**src/rtl/fifo_rd_arbiter_if.sv**
```systemverilog
// Shared FIFO read-port bus between the FIFO,
// the read arbiter and its consumers.
interface fifo_rd_arbiter_if #(
  parameter int NREQ = 4,
  parameter int DW   = 16
);
  logic            Rempty;
  logic [DW-1:0]   Rdata;
  logic            Rinc;
  logic [NREQ-1:0] req;
  logic [NREQ-1:0] ready;
  logic [NREQ-1:0] gnt;
  logic [NREQ-1:0] valid;
  logic [DW-1:0]   data_out;

  modport master (
    input  Rempty, Rdata, req, ready,
    output Rinc, gnt, valid, data_out
  );

  modport slave (
    output Rempty, Rdata, req, ready,
    input  Rinc, gnt, valid, data_out
  );
endinterface

```
**src/rtl/fifo_rd_arbiter.sv**
```systemverilog
// Round-robin sharing of one FWFT FIFO read port
// among NREQ consumers, with bounded bursts.
module fifo_rd_arbiter #(
  parameter int NREQ  = 4,
  parameter int DW    = 16,
  parameter int BURST = 4
) (
  input logic              clk,
  input logic              rst_n,
  fifo_rd_arbiter_if.master bus
);
  localparam int PW = (NREQ > 1) ? $clog2(NREQ) : 1;
  localparam int CW = $clog2(BURST + 1);
  localparam logic [CW-1:0] LAST = CW'(BURST - 1);
  localparam logic [PW-1:0] TOP  = PW'(NREQ - 1);

  typedef enum logic [1:0] {
    IDLE,
    XFER,
    DRAIN
  } state_t;

  state_t          state;
  state_t          state_nxt;
  logic [PW-1:0]   rr_ptr;
  logic [PW-1:0]   owner;
  logic [PW-1:0]   sel;
  logic [PW-1:0]   cand;
  logic [CW-1:0]   cnt;
  logic [NREQ-1:0] grant;
  logic [DW-1:0]   word;
  logic            out_valid;
  logic            hit;
  logic            own_req;
  logic            own_rdy;
  logic            pop;
  logic            done;

  assign own_req = bus.req[owner];
  assign own_rdy = bus.ready[owner];
  assign pop  = (state == XFER) && !bus.Rempty && own_req &&
                (!out_valid || own_rdy);
  assign done = !out_valid || own_rdy;

  assign bus.Rinc     = pop;
  assign bus.gnt      = grant;
  assign bus.valid    = grant & {NREQ{out_valid}};
  assign bus.data_out = word;

  // First asserted request scanning circularly from rr_ptr
  always_comb begin
    sel  = rr_ptr;
    cand = '0;
    hit  = 1'b0;
    for (int i = 0; i < NREQ; i++) begin
      cand = PW'((int'(rr_ptr) + i) % NREQ);
      if (!hit && bus.req[cand]) begin
        hit = 1'b1;
        sel = cand;
      end
    end
  end

  // Next-state decode
  always_comb begin
    state_nxt = state;
    unique case (state)
      IDLE:
        if (|bus.req) state_nxt = XFER;
      XFER:
        if (!own_req || (pop && cnt == LAST))
          state_nxt = DRAIN;
      DRAIN:
        if (done) state_nxt = IDLE;
      default:
        state_nxt = IDLE;
    endcase
  end

  // State register
  always_ff @(posedge clk or negedge rst_n) begin
    if (!rst_n) state <= IDLE;
    else        state <= state_nxt;
  end

  // Grant, burst count, output word and pointer
  always_ff @(posedge clk or negedge rst_n) begin
    if (!rst_n) begin
      grant     <= '0;
      owner     <= '0;
      cnt       <= '0;
      out_valid <= 1'b0;
      word      <= '0;
      rr_ptr    <= '0;
    end else begin
      unique case (state)
        IDLE: begin
          if (|bus.req) begin
            grant <= NREQ'(1) << sel;
            owner <= sel;
            cnt   <= '0;
          end
        end
        XFER: begin
          if (pop) begin
            word      <= bus.Rdata;
            out_valid <= 1'b1;
            cnt       <= cnt + 1'b1;
          end else if (out_valid && own_rdy) begin
            out_valid <= 1'b0;
          end
        end
        DRAIN: begin
          if (done) begin
            out_valid <= 1'b0;
            grant     <= '0;
            rr_ptr    <= (owner == TOP) ? '0 : owner + 1'b1;
          end
        end
        default: ;
      endcase
    end
  end
endmodule

```
**src/flat_wrapper.sv**
```systemverilog
// flat-port wrapper written by rule: the top's interface ports become plain ports
module fifo_rd_arbiter_flat 
#(
  parameter int NREQ  = 4,
  parameter int DW    = 16,
  parameter int BURST = 4
)
  (clk, rst_n, bus_Rempty, bus_Rdata, bus_req, bus_ready, bus_Rinc, bus_gnt, bus_valid, bus_data_out);
  fifo_rd_arbiter_if #(.NREQ(NREQ), .DW(DW)) bus_i ();
  input logic clk;
  input logic rst_n;
  input wire logic [$bits(bus_i.Rempty)-1:0] bus_Rempty;
  input wire logic [$bits(bus_i.Rdata)-1:0] bus_Rdata;
  input wire logic [$bits(bus_i.req)-1:0] bus_req;
  input wire logic [$bits(bus_i.ready)-1:0] bus_ready;
  output wire logic [$bits(bus_i.Rinc)-1:0] bus_Rinc;
  output wire logic [$bits(bus_i.gnt)-1:0] bus_gnt;
  output wire logic [$bits(bus_i.valid)-1:0] bus_valid;
  output wire logic [$bits(bus_i.data_out)-1:0] bus_data_out;
  assign bus_i.Rempty = bus_Rempty;
  assign bus_i.Rdata = bus_Rdata;
  assign bus_i.req = bus_req;
  assign bus_i.ready = bus_ready;
  assign bus_Rinc = bus_i.Rinc;
  assign bus_gnt = bus_i.gnt;
  assign bus_valid = bus_i.valid;
  assign bus_data_out = bus_i.data_out;
  fifo_rd_arbiter #(.NREQ(NREQ), .DW(DW), .BURST(BURST)) u_core (.clk(clk), .rst_n(rst_n), .bus(bus_i));
endmodule
```
**config.mk**
```make
export PLATFORM = sky130hd
export DESIGN_NAME = fifo_rd_arbiter_flat
export DESIGN_NICKNAME = d
export VERILOG_FILES = /design/src/rtl/fifo_rd_arbiter_if.sv /design/src/rtl/fifo_rd_arbiter.sv /design/src/flat_wrapper.sv
export SDC_FILE = /design/constraint.sdc
export NUM_CORES = 1
export LEC_CHECK = 0
export ABC_CLOCK_PERIOD_IN_PS = 6670
export CELL_PAD_IN_SITES_DETAIL_PLACEMENT = 0
export CELL_PAD_IN_SITES_GLOBAL_PLACEMENT = 1
export CORE_UTILIZATION = 39
export DETAILED_ROUTE_END_ITERATION = 6
export GPL_ROUTABILITY_DRIVEN = 0
export GPL_TIMING_DRIVEN = 0
export PLACE_DENSITY_LB_ADDON = 0.1
export SYNTH_ARGS = -nofsm -noshare
export SYNTH_HDL_FRONTEND = slang
export SYNTH_SLANG_ARGS = --single-unit
```
**constraint.sdc**
```tcl
create_clock -name clk -period 6.67 [get_ports clk]
set_clock_uncertainty 0.15 [all_clocks]
set_input_delay 2.001 -clock clk [delete_from_list [all_inputs] [get_ports clk]]
set_output_delay 2.001 -clock clk [all_outputs]
set_load 0.1 [all_outputs]
```
==> metrics.cfg, run 1 <==
[routing]
post_drt_wl_per_cell_um = 15.0
drc = 0
vias_per_cell = 5.26
ant_nets = 0
totalWireLength_um = 3570
drt_iter0_markers = 53
drt-pass1-iter-count = 4
routed-via-count = 1247

[sta]
setup_viol = 0
post-route-period-util = 0.977
max_freq_mhz = 153
fin_crit_ns = 6.52
worst_pin_slew_ns = 0.995
drv_slew = 0
max_slew_margin = 0.334
finalHoldViolCount = 0
grt_setup_unrepaired = false

[clock_network]
clkTransAtPathRegs_ns = 0.06
clock-sinks = 30
cts-htree-levels = 2
hold_buffers = 0
cts_tree = done
cts_buffers = 5
cts-root-buf = clkbuf_8
cts_buffer_depth = 2
clock_latency_ns = 0.28

[logic_synthesis]
syn_inst = 128
synthFlopType = dfrtp_1
async_flop_share = 1.00
ys_seq_elements = 30
ys_seq_area_frac = 0.452
synthesis.area_um2 = 1660
yosys.cell_types.count = 42
avgSynthCellArea_um2 = 13.0
synth_edf_count = 0
syn-num-nets = 163
yosysWarnings = 0

[min_path]
hold_depth = 1
hp-start = u_core.bus.data_out[13]$_DFFE_PN0P_
hold_path_end = u_core.bus.data_out[13]$_DFFE_PN0P_
hold_class = reg2reg

[grt]
grt_antenna_before_repair = 0
gr-total-overflow = 0
grt_usage = 0.172
grt_pass1_wl_um = 5640
grt_pass1_vias = 1213
grt_start_max_net_pins = 31

[run_status]
status = finished, final reports clean

[worst_setup_path]
cp_cell_sequence = clkdlybuf4s50_1 > mux4_2 > nand2_2 > nor2_8 > buf_6 > dlygate4sd2_1
reg2regPathDepth = 4
worstPathMaxFanout = 10
end_kind = primary output
crit_required_ns = 4.52
r2r-start = u_core.owner[0]$_DFFE_PN0P_
cp-start-kind = input port
cp_slowest_cell = dlygate4sd2_1
crit_buf_inv = 3
crit_family = buffers and inverters
path_class = in2out
regToRegSetupSlack_ns = 4.48
cp.arrival_ns = 4.37
worstReg2RegEnd = u_core.state[1]$_DFFE_PN0P_
crit_path_max_incr_delay_ns = 0.86

[floorplanning]
die_w_um = 67.3
fp.coreArea_um2 = 4060
io_pins = 52
dieHeight_um = 67.3
fp.dieArea_um2 = 4530
core.rowCount = 23
initial_core_util = 0.409

[final_layout]
fillCellCount = 350
fin_util = 0.575
area_growth_pct = 40.5
final_common_cell = clkdlybuf4s50_1
layout_common_cells = clkdlybuf4s50_1, dfrtp_1, mux2_4, mux2_1, ha_1
nets = 221
drive_above_1_share = 0.166
num_antenna_cells = 0

[place]
dp_hpwl_um = 2680
io_buffers = 51

[run]
max_cap_viol_count = 0

==> cell usage after synthesis, types with 2 or more instances <==
cell       n  area share
a32o_1     5       0.030
and2_1     5       0.019
dfrtp_1   30        0.45
ha_1       8       0.060
inv_1      6       0.014
mux2_1    10       0.068
mux2_4    10       0.090
nand2_1    5       0.011
nand2b_1   5       0.019
nor2_1     3      0.0068
nor2b_1    3       0.011
nor3_1     2      0.0060
o21ai_0    2      0.0060
o21ai_1    3      0.0090
o221ai_1   3       0.016
o31ai_1    2      0.0090
==> flip-flops by register name (all words and copies together) (netlist names) <==
signal,flops
u_core.cnt,3
u_core.bus.gnt,4
u_core.owner,2
u_core.state,2
u_core.rr_ptr,2
u_core.out_valid,1
u_core.bus.data_out,16
==> through the flow <==
stage / worst slack, ns / hold WS, ns / std cells / instance area [um2] / setup TNS (ns)
2_1_floorplan: 1.59 / 0.300 / 128 / 1660 / 0
3_3_place_gp: -0.104 / 0.312 / 229 / 2230 / -0.104
3_5_place_dp: -0.132 / 0.330 / 229 / 2230 / -0.132
4_1_cts: 0.144 / 0.345 / 237 / 2340 / 0
5_1_grt: 0.0614 / 0.366 / 237 / 2330 / 0
6_report: 0.151 / 0.339 / 237 / 2330 / 0
==> how the worst max path moves through the flow <==
stage,endpoint,start,cells past startpoint,slack (ns)
global placement,bus_Rinc,bus_req[3],6,-0.10
floorplan,bus_Rinc,bus_req[3],4,1.59
detailed placement,bus_Rinc,bus_req[3],6,-0.13
global route,bus_Rinc,bus_req[3],6,0.06
CTS,bus_Rinc,bus_req[3],6,0.14
finish,bus_Rinc,bus_req[3],6,0.15
==> layout make-up <==
type                    count  area, um2  share of cell area
multi-input cells          91        877               0.376
flip-flops and latches     30        751               0.322
repair buffers             51        504               0.216
clock buffers               7       76.3              0.0327
well taps                  50       62.6              0.0268
clock inverters             1       30.0              0.0129
inverters                   6       22.5             0.00965
plain buffers               1       11.3             0.00482
==> layer usage <==
| metal | vias up | GRT usage | part of all wire |
|---|---|---|---|
| li1 | 594 | - | - |
| met3 | 9 | 0.0422 | 0.043 |
| met1 | 611 | 0.208 | 0.43 |
| met4 | 0 | 0.0957 | 0.018 |
| met5 | - | 0 | 0 |
| met2 | 33 | 0.280 | 0.51 |
==> logic make-up (layout without fill, tap and decap cells) <==
family | count (synthesis) | after routing | share of synthesized area
and+or+nand+nor | 33 | 33 | 0.125
muxes | 23 | 23 | 0.184
buffers and inverters | 7 | 66 | 0.0203
AOI/OAI and AO/OA | 27 | 27 | 0.158
adders and majority gates | 8 | 8 | 0.0602
DFF | 30 | 30 | 0.452
==> repair_timing <==
| action | CTS | global route |
|---|---|---|
| gates resized for setup | 1 | 0 |
| setup endpoints to repair | 1 | 0 |
| setup buffers | 0 | 0 |
Power of run 1 is not shown: default switching activity piles up to over one toggle a cycle in this logic, so the estimate is an artifact.
==> run 2: changes to the inputs <==
--- a/config.mk
+++ b/config.mk
@@ -13,6 +13,7 @@
 export GPL_ROUTABILITY_DRIVEN = 0
 export GPL_TIMING_DRIVEN = 0
 export PLACE_DENSITY_LB_ADDON = 0.1
+export SETUP_SLACK_MARGIN = 0.4
 export SYNTH_ARGS = -nofsm -noshare
 export SYNTH_HDL_FRONTEND = slang
 export SYNTH_SLANG_ARGS = --single-unit
==> run 2 against run 1 <==
Net effect: wire length about the same; worst setup slack improved by 0.42 ns; core utilization decreased by 0.093 points; critical path type unchanged; highest routed layer unchanged; sequential cell count unchanged; die area unchanged; count of clock-buffer cells in the layout unchanged; critical path depth unchanged; register-to-register slack about the same.
==> metrics.cfg, run 2 (same netlist as run 1, synthesis figures left out) <==
[floorplanning]
fp.coreArea_um2 = 4060  ; unchanged
io_pins = 52  ; unchanged
die_w_um = 67.3  ; unchanged
initial_core_util = 0.409  ; unchanged
core.rowCount = 23  ; unchanged
dieHeight_um = 67.3  ; unchanged
fp.dieArea_um2 = 4530  ; unchanged

[final_layout]
largest_reg_flops = 16  ; unchanged
nets = 221  ; unchanged
layout_common_cells = clkdlybuf4s50_1, dfrtp_1, mux2_4, mux2_1, ha_1
num_antenna_cells = 0  ; unchanged
fillCellCount = 351  ; +0.29%
final_common_cell = clkdlybuf4s50_1
area_growth_pct = 40.3
drive_above_1_share = 0.171  ; +0.00535

[routing]
wl_met1_um = 1530  ; unchanged
met3_length_um = 156  ; +1.3%
drt_iter0_markers = 53  ; unchanged
vias_per_cell = 5.26  ; unchanged
drc = 0  ; unchanged
routed-via-count = 1247  ; unchanged
ant_nets = 0  ; unchanged
drt-pass1-iter-count = 4  ; unchanged
post_drt_wl_per_cell_um = 15.1  ; about the same
totalWireLength_um = 3570  ; about the same
routed.top_layer = met4
wl_met2_um = 1820  ; about the same

[sta]
max_slew_margin = 0.334  ; unchanged
post-route-period-util = 0.914  ; -0.0635
finalHoldViolCount = 0  ; unchanged
fin_ws_ns = 0.574  ; +0.423 ns
drv_slew = 0  ; unchanged
fin_crit_ns = 6.10  ; -0.423 ns
setup_viol = 0  ; unchanged
grt_setup_unrepaired = false
max_freq_mhz = 164  ; +6.9%
worst_pin_slew_ns = 0.995  ; unchanged
fin_setup_tns_ns = 0  ; unchanged

[run]
max_cap_viol_count = 0  ; unchanged

[worst_setup_path]
path_class = in2out
cp.arrival_ns = 3.94  ; -0.43 ns
cp-start-kind = input port
crit_required_ns = 4.52  ; about the same
end_kind = primary output
worstPathMaxFanout = 10  ; unchanged

[grt]
grt_antenna_before_repair = 0  ; unchanged
gr-total-overflow = 0  ; unchanged
grt_start_max_net_pins = 31  ; unchanged
grt_usage = 0.172  ; unchanged
grt_pass1_vias = 1213  ; unchanged
grt_pass1_wl_um = 5640  ; unchanged

[place]
io_buffers = 51  ; unchanged
dp_hpwl_um = 2680  ; unchanged
place_ws_ns = -0.132  ; unchanged

[clock_network]
cts_buffer_depth = 2  ; unchanged
cts-root-buf = clkbuf_8
cts_buffers = 5  ; unchanged
hold_buffers = 0  ; unchanged
cts-htree-levels = 2  ; unchanged
cts_tree = done
clock_latency_ns = 0.28  ; about the same
cts_setup_buffers = 0  ; unchanged
clkTransAtPathRegs_ns = 0.06  ; about the same
clock-sinks = 30  ; unchanged

[run_status]
status = finished, final reports clean

[min_path]
hold_class = reg2reg

[run 2: cell count changes in the layout (fill, tap and decap cells not counted)]
cell / before / now
buf_2: 1 / 2
dlygate4sd2_1: 1 / 0
[run 2: final timing paths]
check / from / end / slack [ns] / depth (start not counted)
worst max-delay path: bus_req[3] / bus_Rinc / 0.57 / 6
worst min-delay path: u_core.bus.data_out[13]$_DFFE_PN0P_ / u_core.bus.data_out[13]$_DFFE_PN0P_ / 0.34 / 1
worst max register to register: u_core.owner[0]$_DFFE_PN0P_ / u_core.state[1]$_DFFE_PN0P_ / 4.48 / 4
worst min register to register: u_core.bus.data_out[13]$_DFFE_PN0P_ / u_core.bus.data_out[13]$_DFFE_PN0P_ / 0.34 / 1
max in group asynchronous: rst_n / u_core.bus.data_out[12]$_DFFE_PN0P_ / 4.33 / 1
min in group asynchronous: rst_n / u_core.state[1]$_DFFE_PN0P_ / 1.60 / 1
[run 2: layout make-up]
class / count / area (um2) / share of cell area
clock inverters: 1 / 30.0 / 0.0129
multi-input cells: 91 / 877 / 0.376
flip-flops and latches: 30 / 751 / 0.322
well taps: 50 / 62.6 / 0.0268
plain buffers: 1 / 11.3 / 0.00483
inverters: 6 / 22.5 / 0.00966
clock buffers: 7 / 76.3 / 0.0327
repair buffers: 51 / 500 / 0.215
[run 2: what timing repair did]
item / CTS / global route
hold endpoints to repair: 0 / 0
cloned: 0 / 0
setup endpoints to repair: 1 / 1
gates resized for setup: 3 / 2
[run 2: per-layer routing]
layer,GRT usage,vias to the layer above
met3,0.0422,9
met2,0.280,33
li1,-,594
met4,0.0957,0
met1,0.208,611
met5,0,-
[run 2: worst max-delay path, stage by stage]
cell and delay (ns):
clkdlybuf4s50_1 0.61, mux4_2 0.34, nand2_2 0.12, nor2_8 0.23
buf_6 0.20, buf_2 0.44
[run 2: metrics by stage]
| step | cell area (um2) | cells | util | hold slack (ns) |
|---|---|---|---|---|
| after global routing | 2330 | 237 | 0.574 | 0.366 |
| after global placement | 2230 | 229 | 0.551 | 0.312 |
| final | 2330 | 237 | 0.574 | 0.339 |
| after floorplan | 1660 | 128 | - | 0.300 |
| after CTS | 2340 | 237 | 0.577 | 0.345 |
| after detailed placement | 2230 | 229 | 0.551 | 0.330 |
Power of run 2 is left out for the same reason.
